$ cat src/rtl/key_matrix_scanner.sv
// 4x4 keypad scanner: rotates a one-hot row drive, debounces all 16 keys and
// reports press events through a valid/ack handshake with a sticky overflow.
module key_matrix_scanner #(
  parameter int SCAN_DIV = 100,
  parameter int DEBOUNCE = 4
) (
  input  logic        gclk,
  input  logic        greset,
  input  logic [3:0]  KeyX,
  output logic [3:0]  KeyY,
  output logic [15:0] key_state,
  output logic        key_valid,
  output logic [3:0]  key_code,
  input  logic        key_ack,
  output logic        key_ovf
);
  localparam int DW = $clog2(SCAN_DIV);
  localparam int CW = $clog2(DEBOUNCE + 1);
  localparam logic [DW-1:0] DWELL_LAST = DW'(SCAN_DIV - 1);
  localparam logic [CW-1:0] DB_LAST    = CW'(DEBOUNCE - 1);

  logic [3:0]    x_meta;
  logic [3:0]    x_sync;
  logic [DW-1:0] dwell;
  logic [1:0]    row;
  logic          sample;
  logic [CW-1:0] db_cnt     [16];
  logic [CW-1:0] db_cnt_nxt [16];
  logic [15:0]   state_nxt;
  logic [3:0]    rise;
  logic [1:0]    win_col;
  logic          multi;
  logic          evt;

  assign sample = (dwell == DWELL_LAST);

  always_comb begin
    case (KeyY)
      4'b0010: row = 2'd1;
      4'b0100: row = 2'd2;
      4'b1000: row = 2'd3;
      default: row = 2'd0;
    endcase
  end

  // Only the four keys of the row being sampled move; a flip is a rise when
  // the newly accepted level is 1.
  always_comb begin
    state_nxt = key_state;
    rise      = '0;
    for (int k = 0; k < 16; k++) begin
      db_cnt_nxt[k] = db_cnt[k];
      if (sample && (k / 4) == int'(row)) begin
        if (x_sync[k % 4] == key_state[k]) begin
          db_cnt_nxt[k] = '0;
        end else if (db_cnt[k] == DB_LAST) begin
          state_nxt[k]  = x_sync[k % 4];
          db_cnt_nxt[k] = '0;
          rise[k % 4]   = x_sync[k % 4];
        end else begin
          db_cnt_nxt[k] = db_cnt[k] + CW'(1);
        end
      end
    end
  end

  always_comb begin
    win_col = 2'd0;
    for (int c = 3; c >= 0; c--) begin
      if (rise[c]) win_col = 2'(c);
    end
  end

  assign evt   = |rise;
  assign multi = (rise & (rise - 4'd1)) != 4'd0;

  always_ff @(posedge gclk) begin
    if (greset) begin
      x_meta    <= '0;
      x_sync    <= '0;
      dwell     <= '0;
      KeyY      <= 4'b0001;
      key_state <= '0;
      key_valid <= 1'b0;
      key_code  <= '0;
      key_ovf   <= 1'b0;
      for (int k = 0; k < 16; k++) db_cnt[k] <= '0;
    end else begin
      x_meta    <= KeyX;
      x_sync    <= x_meta;
      key_state <= state_nxt;
      for (int k = 0; k < 16; k++) db_cnt[k] <= db_cnt_nxt[k];
      if (sample) begin
        dwell <= '0;
        KeyY  <= {KeyY[2:0], KeyY[3]};
      end else begin
        dwell <= dwell + DW'(1);
      end
      // An ack on the loading edge frees the slot for the new event.
      if (evt && (!key_valid || key_ack)) begin
        key_valid <= 1'b1;
        key_code  <= {row, win_col};
      end else if (key_ack) begin
        key_valid <= 1'b0;
      end
      if (multi || (evt && key_valid && !key_ack)) key_ovf <= 1'b1;
    end
  end
endmodule

$ cat config.mk
export PLATFORM = sky130hd
export DESIGN_NAME = key_matrix_scanner
export DESIGN_NICKNAME = d
export VERILOG_FILES = /design/src/rtl/key_matrix_scanner.sv
export SDC_FILE = /design/constraint.sdc
export NUM_CORES = 1
export LEC_CHECK = 0
export CAP_MARGIN = 20
export CORE_MARGIN = 3
export CORE_UTILIZATION = 50
export DETAILED_ROUTE_END_ITERATION = 6
export GPL_ROUTABILITY_DRIVEN = 0
export PLACE_DENSITY = 0.68
export RECOVER_POWER = 100
export SYNTH_ARGS = -nofsm -noshare
export SYNTH_HDL_FRONTEND = slang
export SYNTH_SLANG_ARGS = --single-unit
$ cat constraint.sdc
create_clock -name gclk -period 2.84 [get_ports gclk]
set_input_delay 0.568 -clock gclk [delete_from_list [all_inputs] [get_ports gclk]]
set_output_delay 0.568 -clock gclk [all_outputs]
set_load 0.005 [all_outputs]
==> impl_summary.md, run 1 <==
Route
The total vias in the final route is 3386. Dividing the detail-routed via count by the number of cells gives 5.57. After the first detailed-routing iteration, the DRC count stood at roughly 180. After detailed routing, the average wire length per cell comes to ~15 um. The detail route stage leaves a number of antenna-violating nets equal to 0.

After detailed routing, the total wire length is approximately 9 mm. The total DRC errors in the routed layout is 0. Before antenna repair, the detailed router went through 4 iterations.

STA
The final period demand of the worst path is 2510 ps. The worst clock skew on the final layout is between 9 and 10 ps. Setup repair after global routing left no endpoint under its margin. For the pin with the worst max-slew slack, the measured transition is 860 ps.

Setup violations remaining at the end of the flow were counted as 0. Derived from the worst setup path, the maximum achievable clock frequency is around 400 MHz. Final hold analysis gives a worst-case slack of 443 ps. The worst max-slew margin expressed relative to the limit is between 40% and 50%. The final max-slew violation count came to 0. The total negative slack is 0 ps.

The final count of hold timing violations is 0. After layout, the worst path uses 88.4% of the clock period.

Setup path
The capturing element type of the critical path is a register. The startpoint-to-endpoint class of the critical path is reg -> reg. The launching element type of the critical path is a register.

Along the worst path, the maximum fanout reaches 10. The critical path data required time is 3090 ps. STA puts the critical path data arrival time at approximately 2800 ps.

Power
IR analysis of the VDD net gives a maximum drop of 287 uV. In this run, the combinational gates consume 2.6% of the power. In this run, the clock network consumes 44.1% of the power. Power spread over the standard cell area amounts to 501 nW/um^2. The design draws 2.38 mW. The register share of total power is around 53%. The switching part of the total is 21.6%. The switching power of the nets is between 0.5 and 0.6 mW. The internal power of the cells totals 1.86 mW. The leakage power total is around 1.8 nW.

CTS
After clock tree synthesis, the clock-pin slew on the worst setup and hold paths is ~90 ps. The count of clock tree sinks is 89. The number of buffers created by CTS is 9. At the later pin of the worst-skew pair, clock insertion delay measures 360 ps.

The maximum level of the CTS H-tree is 3. The TritonCTS clock tree is built. The number of hold buffers added after CTS was 0. The buffer type at the clock tree root is sky130_fd_sc_hd__clkbuf_8. The buffer depth of the longest clock path is 2. Buffers added to address setup during post-CTS repair amount to 0.

The post-cts resize count is 0.

Synth
The most common flop cell mapped by yosys is sky130_fd_sc_hd__dfxtp_1. The Yosys step of the flow raised 0 warnings. In this run, distinct cell masters in the synthesized netlist total 52. The number of instances in the synthesized netlist is 473.

The post-synthesis instance area is 4120 um^2. Sequential cells were found to cover 43.2% of the synthesized design area. The share of flip-flops with an asynchronous set or reset after synthesis is 0%.

The synthesized area per cell is 8.72 um^2. After synthesis the netlist holds a flip-flop and latch count of 89. When the netlist entered floorplanning its net count stood at roughly 500. Yosys mapped a number of flops with a built-in enable equal to 0.

Finish
Leaving out fill and tap cells, the most frequent cell in the layout is sky130_fd_sc_hd__dfxtp_1. Cells with a size suffix above 1 make up 5.93% of the layout. After the last flow step, the layout net total stands at 525. The number of antenna diodes in the final layout is 0. In the layout the commonest cells are sky130_fd_sc_hd__dfxtp_1 (89), sky130_fd_sc_hd__a21oi_1 (51), sky130_fd_sc_hd__nand2_1 (48), sky130_fd_sc_hd__nor2_1 (43), sky130_fd_sc_hd__nand3_1 (29). The growth of design area from synthesis to finish is 14.9%. Counting the fill cells in the layout gives 730.

Status
The flow ran to the end, and the final reports show no timing, DRC or antenna violations.

GRT
Entering global routing, the biggest net connects between 40 and 50 pins. The total routing usage reported by global routing is 20.2%. The wire length of the first global-routing pass is 15.6 mm.

The number of global-route vias before repair was 3232. Global routing finished with a remaining overflow of 0. The initial antenna violation count is 0.

Run
The tool flagged a number of max-cap violations equal to 0.

Die
The height of the die is a little under 100 um. The floorplan die width is 96.8 um. The number of core rows is 32.

The number of ports placed on the die boundary is 33. The floorplan step defined a core boundary enclosing 7850 um^2. The starting utilization of the core area is 52.6%. The die outline area is 9370 um^2.

Place
The detailed-placement wirelength estimate is 6.43 mm. The number of I/O port buffers is 32.

Hold path
The path category of the worst min-delay check is reg -> reg.
synth_stat cells, types with 2 or more instances:
library cell,n,area (um^2)
sky130_fd_sc_hd__or4b_1,3,30.0
sky130_fd_sc_hd__nand2b_1,6,37.5
sky130_fd_sc_hd__ha_1,17,213
sky130_fd_sc_hd__nor4_1,11,68.8
sky130_fd_sc_hd__nand2_1,48,180
sky130_fd_sc_hd__nor2b_1,22,138
sky130_fd_sc_hd__nor2_1,43,161
sky130_fd_sc_hd__xnor2_1,16,140
sky130_fd_sc_hd__xor2_1,6,52.6
sky130_fd_sc_hd__or3_1,2,12.5
sky130_fd_sc_hd__and3_1,14,87.6
sky130_fd_sc_hd__nor3b_1,10,75.1
sky130_fd_sc_hd__o21a_1,2,15.0
sky130_fd_sc_hd__nor4b_1,4,35.0
sky130_fd_sc_hd__buf_2,3,15.0
sky130_fd_sc_hd__clkbuf_1,22,82.6
sky130_fd_sc_hd__nand4b_1,2,17.5
sky130_fd_sc_hd__nand4_1,2,12.5
sky130_fd_sc_hd__o21ai_0,15,75.1
sky130_fd_sc_hd__nor3_1,11,55.1
sky130_fd_sc_hd__mux2i_1,10,100
sky130_fd_sc_hd__a21oi_1,51,255
sky130_fd_sc_hd__o31ai_4,2,42.5
sky130_fd_sc_hd__inv_1,7,26.3
sky130_fd_sc_hd__nand3_1,29,145
sky130_fd_sc_hd__dfxtp_1,89,1780
power by group through the flow:
| stage | sequential, mW | combinational, mW | clock, mW |
|---|---|---|---|
| 3_5_place_dp | 1.29 | 0.0629 | 0 |
| 5_1_grt | 1.27 | 0.0688 | 1.12 |
| 4_1_cts | 1.27 | 0.0630 | 1.07 |
| 3_3_place_gp | 1.29 | 0.0623 | 0 |
| 2_1_floorplan | 1.29 | 0.0452 | 0 |
| 6_report | 1.27 | 0.0618 | 1.05 |
cells by family after synthesis:
group / after synthesis / synth area share, %
fa+ha+maj: 18 / 5.40
mux: 10 / 2.43
buf+inv: 35 / 3.46
simple gates: 215 / 27.5
xor+xnor: 22 / 4.67
compound gates: 84 / 13.3
flops: 89 / 43.2
critical path: stages (launching register included):
cell and delay (ps):
sky130_fd_sc_hd__dfxtp_1 330, sky130_fd_sc_hd__ha_1 250, sky130_fd_sc_hd__and4bb_1 290, sky130_fd_sc_hd__nand2_1 110, sky130_fd_sc_hd__clkbuf_1 400, sky130_fd_sc_hd__a21oi_1 150
sky130_fd_sc_hd__o31ai_4 410, sky130_fd_sc_hd__a41oi_4 190, sky130_fd_sc_hd__o221a_1 270
metrics by stage:
stage               instance area (um^2)  util (%)  worst slack [ps]  std cells
floorplan                           4120         -               616        473
global placement                    4540      57.9               515        592
detailed placement                  4540      57.9               411        592
CTS                                 4790      61.0               398        608
global route                        4740      60.4               165        608
finish                              4740      60.4               330        608
flip-flops by register name (all words and copies together), names as in the netlist:
register and count:
x_meta 4, dwell 7, x_sync 4, db_cnt 48, key_state 16, key_ovf 1
key_code 4, key_valid 1, KeyY 4
per-layer routing:
metal	vias to the layer above	global-route usage, %	wire length, um
li1	1719	-	-
met1	1605	27.4	4460
met2	52	32.0	4110
met3	10	4.61	349
met4	0	6.59	132
met5	-	0	0
final timing paths:
check | cells past startpoint | startpoint | to | slack (ps)
setup / recovery | 8 | dwell[0] | key_code[0] | 330
hold / removal | 1 | x_meta[0] | x_sync[0] | 440
setup reg to reg | 8 | dwell[0] | key_code[0] | 330
hold reg to reg | 1 | x_meta[0] | x_sync[0] | 440
layout make-up:
class / instances / area [um^2] / area share (%)
multi-input cells: 349 / 2180 / 46.1
flip-flops and latches: 89 / 1780 / 37.6
repair buffers: 44 / 373 / 7.87
well taps: 102 / 128 / 2.69
clock buffers: 9 / 124 / 2.61
clock inverters: 7 / 119 / 2.51
inverters: 8 / 30.0 / 0.634
(Power assumes the default switching activity.)
==> inputs of run 2 (changes only) <==
--- a/config.mk
+++ b/config.mk
@@ -7,10 +7,11 @@
 export LEC_CHECK = 0
 export CAP_MARGIN = 20
 export CORE_MARGIN = 3
-export CORE_UTILIZATION = 50
+export CORE_UTILIZATION = 55
+export CTS_CLUSTER_SIZE = 28
 export DETAILED_ROUTE_END_ITERATION = 6
 export GPL_ROUTABILITY_DRIVEN = 0
-export PLACE_DENSITY = 0.68
+export PLACE_DENSITY = 0.74
 export RECOVER_POWER = 100
 export SYNTH_ARGS = -nofsm -noshare
 export SYNTH_HDL_FRONTEND = slang
==> run 2 against run 1 <==
  * First-iteration DRC count fell by 14%
  * Flip-flop and latch count stayed put
  * Power shrank 9.3%
  * Setup slack lost 38 ps
  * Sequential power about the same
  * Register-to-register slack got worse by 40 ps
  * Clock-buffer cell count rose by 2
  * Worst hold slack worse by 2.9 ps
  * Die area decreased by 8.5%
  * Sequential share of layout area is 0.31 points higher
  * Critical endpoint is now key_ovf
==> impl_summary.md, run 2 (same netlist as run 1, synthesis figures left out) <==
CTS
In this run the clock root is driven by a sky130_fd_sc_hd__clkbuf_8. The maximum level of the CTS H-tree is 3. Clock tree synthesis inserted a total of 9 buffers. The clock passes through at most 2 buffers. The clock transition at the registers of the reported paths is 90 ps. TritonCTS built the clock tree. The later-pin clock latency in the skew report is roughly 370 ps. The number of hold buffers added after cts is 0. The post-cts resize count is 0.

The count of clock tree sinks is 89. The count of buffers added by post-CTS timing repair for setup is 0.

STA
Dividing the final minimum period by the clock period gives 89.7%. Based on the critical path, the design can be clocked at up to 392 MHz. Once routing completed, OpenROAD measured the worst setup slack at between 200 and 300 ps. Setup repair after global routing left no endpoint under its margin. The number of endpoints failing setup at the final stage is 0. The final count of hold timing violations is 0. The final max-slew violation count is 0. The worst clock skew on the final layout is 17.4 ps. Summed over all failing endpoints, the final setup total negative slack is 0 ps.

After layout, the minimum clock period comes to 2550 ps. The worst max-slew margin expressed relative to the limit is 17.0%. The worst-margin pin slew is 1240 ps.

GRT
The number of global-route vias before repair is 3128. The total overflow reported by the global router is 0. The initial antenna violation count is 0. Entering global routing, the biggest net connects between 40 and 50 pins. The routing usage on met3 is 5.69%. The global routing stage identified its most utilized layer as met2. For this run, global-route usage on met1 was measured as 30.1%. For met2 alone, demand over resource in global routing was a little over a third. The first global-routing pass estimated 15.3 mm of wire.

The total routing usage reported by global routing is a little under a quarter.

Power
Net switching is 23.4% of the power. The power density over the cells is 458 nW/um^2. The total internal power is 1.65 mW. For this design the static power due to leakage is 1.78 nW.

The worst-case IR drop observed on VDD is 322 uV. The register share of total power is between 50% and 60%. The fraction of power consumed by combinational cells is 2.9%.

The clock network accounts for 38.4% of the total power. In this run the power spent charging and discharging nets is 0.505 mW.

Setup path
The slowest stage of the critical path is the sky130_fd_sc_hd__and2_1 cell. The worst setup path is launched from a register. The number of cells on the worst reg-to-reg path is 7. The maximum fanout count along the critical path is 13. The worst register-to-register path begins at dwell[0]. In this run the critical register-to-register path is captured at key_ovf.

Data arrives at the worst endpoint at around 2800 ps. Walking the worst path, the cells encountered are ha_1 > and4bb_1 > and2_1 > nand2_1 > o31a_1 > maj3_1 > a21boi_0. For the worst setup path, the data required time is 3120 ps.

The count of buffer and inverter cells on the critical path is 0. The worst register-to-register path has a setup slack of 290 ps. The capturing element type of the critical path is a register. The delay of the slowest critical-path stage is 460 ps. The cell class contributing the biggest share of worst-path delay is simple AND/OR/NAND/NOR gates.

The startpoint-to-endpoint class of the critical path is reg -> reg.

Route
After detailed routing, the total wire length is 9.12 mm. The total vias in the final route is 3427. The iteration-0 DRC count of the detailed router is 155. Dividing the detail-routed via count by the number of cells gives 5.69. The residual antenna-violating net count after detailed routing is 0.

The average wire per standard cell is 15.1 um. The first detailed-routing pass took 5 iterations. After detailed routing, the number of remaining DRC violations is 0.

Die
The die outline area is ~8600 um^2. The number of core rows is 30. The core region is 7020 um^2. The starting utilization of the core area is 58.8%. Measured along the x axis, the die boundary spans 92.6 um. The height of the die is 92.6 um.

The number of ports placed on the die boundary is 33.

Run
Max-cap violations in this run came to 0.

Finish
In the layout the commonest cells are sky130_fd_sc_hd__dfxtp_1 (89), sky130_fd_sc_hd__a21oi_1 (51), sky130_fd_sc_hd__nand2_1 (48), sky130_fd_sc_hd__nor2_1 (43), sky130_fd_sc_hd__nand3_1 (29). From synthesis to final layout, the design area changed by 13.9%. The total inserted antenna cells is 0. The commonest non-fill, non-tap cell in the layout is sky130_fd_sc_hd__dfxtp_1. The net count of the finished layout is about 530. In the final layout, the registers with the most flip-flops are db_cnt x48, key_state x16, dwell x7. The number of flip-flops under the largest register name is 48. The share of layout cells above drive strength 1 is 6.72%. The most flop-heavy register is db_cnt.

Hold path
The instance count along the most critical hold path is 1. The path category of the worst min-delay check is reg -> reg. The worst hold endpoint is x_sync[2]. The worst hold path begins at x_meta[2].

Place
The number of I/O port buffers is 32. The minimum setup slack after placement is 431 ps. The detailed-placement wirelength estimate is 6.35 mm.

Status
The flow ran to the end, and the final reports show no timing, DRC or antenna violations.
-- run 2: cell types whose count changed in the layout (fill, tap and decap cells not counted), sizes merged --
cell	previous run	this run
inv	8	9
clkinv	2	3
buf	4	6
bufinv	3	0
clkinvlp	2	1
-- run 2: power by group through the flow --
stage          sequential, mW  clock, mW  combinational, mW
2_1_floorplan            1.29          0             0.0452
3_3_place_gp             1.29          0             0.0633
3_5_place_dp             1.29          0             0.0639
4_1_cts                  1.26      0.846             0.0644
5_1_grt                  1.26      0.898             0.0709
6_report                 1.26      0.826             0.0634
-- run 2: layout make-up --
| class | instances | area [um^2] |
|---|---|---|
| well taps | 96 | 120 |
| clock buffers | 11 | 151 |
| flip-flops and latches | 89 | 1780 |
| inverters | 8 | 30.0 |
| fillers | 611 | 2320 |
| multi-input cells | 349 | 2190 |
| clock inverters | 5 | 38.8 |
| repair buffers | 44 | 383 |
-- run 2: worst max-delay path by stage --
stage	from	to	slack (ps)	cells after the start
finish	dwell[0]	key_ovf	290	7
CTS	dwell[0]	key_ovf	400	7
floorplan	KeyY[1]	key_code[0]	620	8
detailed placement	dwell[0]	key_ovf	430	7
global placement	dwell[0]	key_ovf	490	7
global route	dwell[0]	key_ovf	130	7
-- run 2: worst reg2reg max path, cell delays in order, from the launching register on --
cell and delay (ps):
sky130_fd_sc_hd__dfxtp_1 360, sky130_fd_sc_hd__ha_1 230, sky130_fd_sc_hd__and4bb_1 350, sky130_fd_sc_hd__and2_1 460, sky130_fd_sc_hd__nand2_1 100, sky130_fd_sc_hd__o31a_1 390, sky130_fd_sc_hd__maj3_1 390, sky130_fd_sc_hd__a21boi_0 190
-- run 2: metal layers --
layer	part of all wire, %	vias up
li1	-	1714
met1	48	1639
met2	46	65
met3	4.4	9
met4	1.3	0
met5	0	-
-- run 2: stage by stage --
stage               area (um^2)  total power, mW  cells  hold slack, ps  utilization, %
floorplan                  4120             1.33    473             414               -
global placement           4540             1.36    586             417            64.6
detailed placement         4540             1.36    586             425            64.6
CTS                        4730             2.17    602             446            67.3
global route               4700             2.23    602             464            66.9
finish                     4700             2.15    602             440            66.9
==> variant (flow settings as in run 1) <==
Register the output `key_ovf` once more; this adds one clock of latency there. The other outputs are not delayed to match.
--- a/src/rtl/key_matrix_scanner.sv
+++ b/src/rtl/key_matrix_scanner.sv
@@ -18,6 +18,8 @@
   localparam int CW = $clog2(DEBOUNCE + 1);
   localparam logic [DW-1:0] DWELL_LAST = DW'(SCAN_DIV - 1);
   localparam logic [CW-1:0] DB_LAST    = CW'(DEBOUNCE - 1);
+
+  logic key_ovf_s0;
 
   logic [3:0]    x_meta;
   logic [3:0]    x_sync;
@@ -83,7 +85,7 @@
       key_state <= '0;
       key_valid <= 1'b0;
       key_code  <= '0;
-      key_ovf   <= 1'b0;
+      key_ovf_s0 <= 1'b0;
       for (int k = 0; k < 16; k++) db_cnt[k] <= '0;
     end else begin
       x_meta    <= KeyX;
@@ -103,8 +105,12 @@
       end else if (key_ack) begin
         key_valid <= 1'b0;
       end
-      if (multi || (evt && key_valid && !key_ack)) key_ovf <= 1'b1;
+      if (multi || (evt && key_valid && !key_ack)) key_ovf_s0 <= 1'b1;
     end
   end
+  always_ff @(posedge gclk) begin
+    key_ovf <= key_ovf_s0;
+  end
+
 endmodule
 
Function: same outputs for any inputs over 10 cycles, from zero or initial values and one cycle with greset high; that may be too few to reach the edited logic, so the function may still have changed.
==> variant against run 1 <==
Sequential cell count up 1. Routed wire length rose by 2.0%. Count of clock-buffer cells in the layout increased by 1. First-iteration DRC count down 41%. Power shrank 3.6%. Largest cell class unchanged. Area after synthesis increased by 5.1%. Final area up 4.5%. Setup slack got worse by 0.033 ns. Highest routed layer unchanged. Clock power decreased by 10%. Largest power group unchanged.
==> variant: results (changes against run 1) <==
\begin{tabular}{lr}
\hline
Metric & Value \\
\hline
\multicolumn{2}{l}{\textbf{Logic synthesis}} \\
Synth area leaders & dfxtp\_1, a21oi\_1, ha\_1 \\
Library cells used by synthesis & 59 (+13\%) \\
Top cells by instance count after synthesis & dfxtp\_1, nor2\_1, a21oi\_1 \\
\multicolumn{2}{l}{\textbf{Route}} \\
Final Routed Wirelength & 9240 µm (+2.0\%) \\
Post-detailed-route wirelength per cell & 15.0 µm (+0.37\%) \\
Post-DR vias/cell & 5.61 (+0.76\%) \\
\multicolumn{2}{l}{\textbf{Global route}} \\
Global-route wire length before repair & 15900 µm (+2.0\%) \\
Maximum number of pins on one net before global-route repair & 38 (-9.5\%) \\
Total routing resource utilization after global routing & 0.198 (-0.00461) \\
\multicolumn{2}{l}{\textbf{Setup path}} \\
Critical path data arrival time & 2.79 ns (+0.03 ns) \\
Crit path max fanout & 12 (+2) \\
\multicolumn{2}{l}{\textbf{Finish}} \\
Count of nets after finishing & 533 (+1.5\%) \\
Proportion of cell area occupied by registers & 0.364 (-0.0120) \\
Count of plain and timing-repair buffers & 45 (+2.3\%) \\
Count of clock-net buffers in the final layout & 10 (+1) \\
Synth-to-layout area growth & 14.2\% \\
Share of cell area taken by multi-input logic gates & 0.480 (+0.0195) \\
\multicolumn{2}{l}{\textbf{Hold path}} \\
Instance count along the most critical hold path & 0 (-1) \\
\multicolumn{2}{l}{\textbf{CTS}} \\
Total clock sinks & 90 (+1.1\%) \\
\multicolumn{2}{l}{\textbf{Placement}} \\
Detailed Place HPWL & 6760 µm (+5.2\%) \\
\multicolumn{2}{l}{\textbf{Timing}} \\
Minimum clock period & 2.54 ns (+0.0329 ns) \\
Final-layout worst hold slack & 0.390 ns (-0.0529 ns) \\
Post-route clock skew & 0.0118 ns (+0.00254 ns) \\
Worst Tran Pin Value & 1.25 ns (+0.392 ns) \\
\multicolumn{2}{l}{\textbf{Run status}} \\
Outcome & finished, final reports clean \\
\multicolumn{2}{l}{\textbf{Pwr}} \\
Static Leak & 1.88 nW (+4.7\%) \\
\hline
\end{tabular}
variant: changes by cell type after synthesis, sizes merged, moves of 6 or more:
cell,change
nand2b,+10
nand3,-14
nor4b,+6
nand4b,+7
and3,-12
nand2,-8
nor2b,-9
nor4,-6
and3b,+11
nor3,+7
nor2,+11
variant: worst max-delay path: stages (launching register included):
cell and delay (ns):
dfxtp_1 0.36, ha_1 0.22, and4bb_2 0.30, and2_0 0.56, nand2_1 0.21, or2_0 0.24
maj3_2 0.31, a211oi_1 0.24
variant: kinds of logic (layout without fill, tap and decap cells):
family	after synthesis	in the layout	synth area share
fa+ha+maj	18	18	0.0517
xor+xnor	23	23	0.0465
compound gates	83	83	0.129
flops	90	90	0.416
buf+inv	34	69	0.0335
mux	14	14	0.0323
simple gates	216	216	0.292
variant: metal layers:
layer	up-vias	global-route usage	share of wire
met2	61	0.319	0.47
met1	1643	0.270	0.47
met3	15	0.0414	0.040
met5	-	0	0
met4	0	0.0546	0.019
li1	1749	-	-
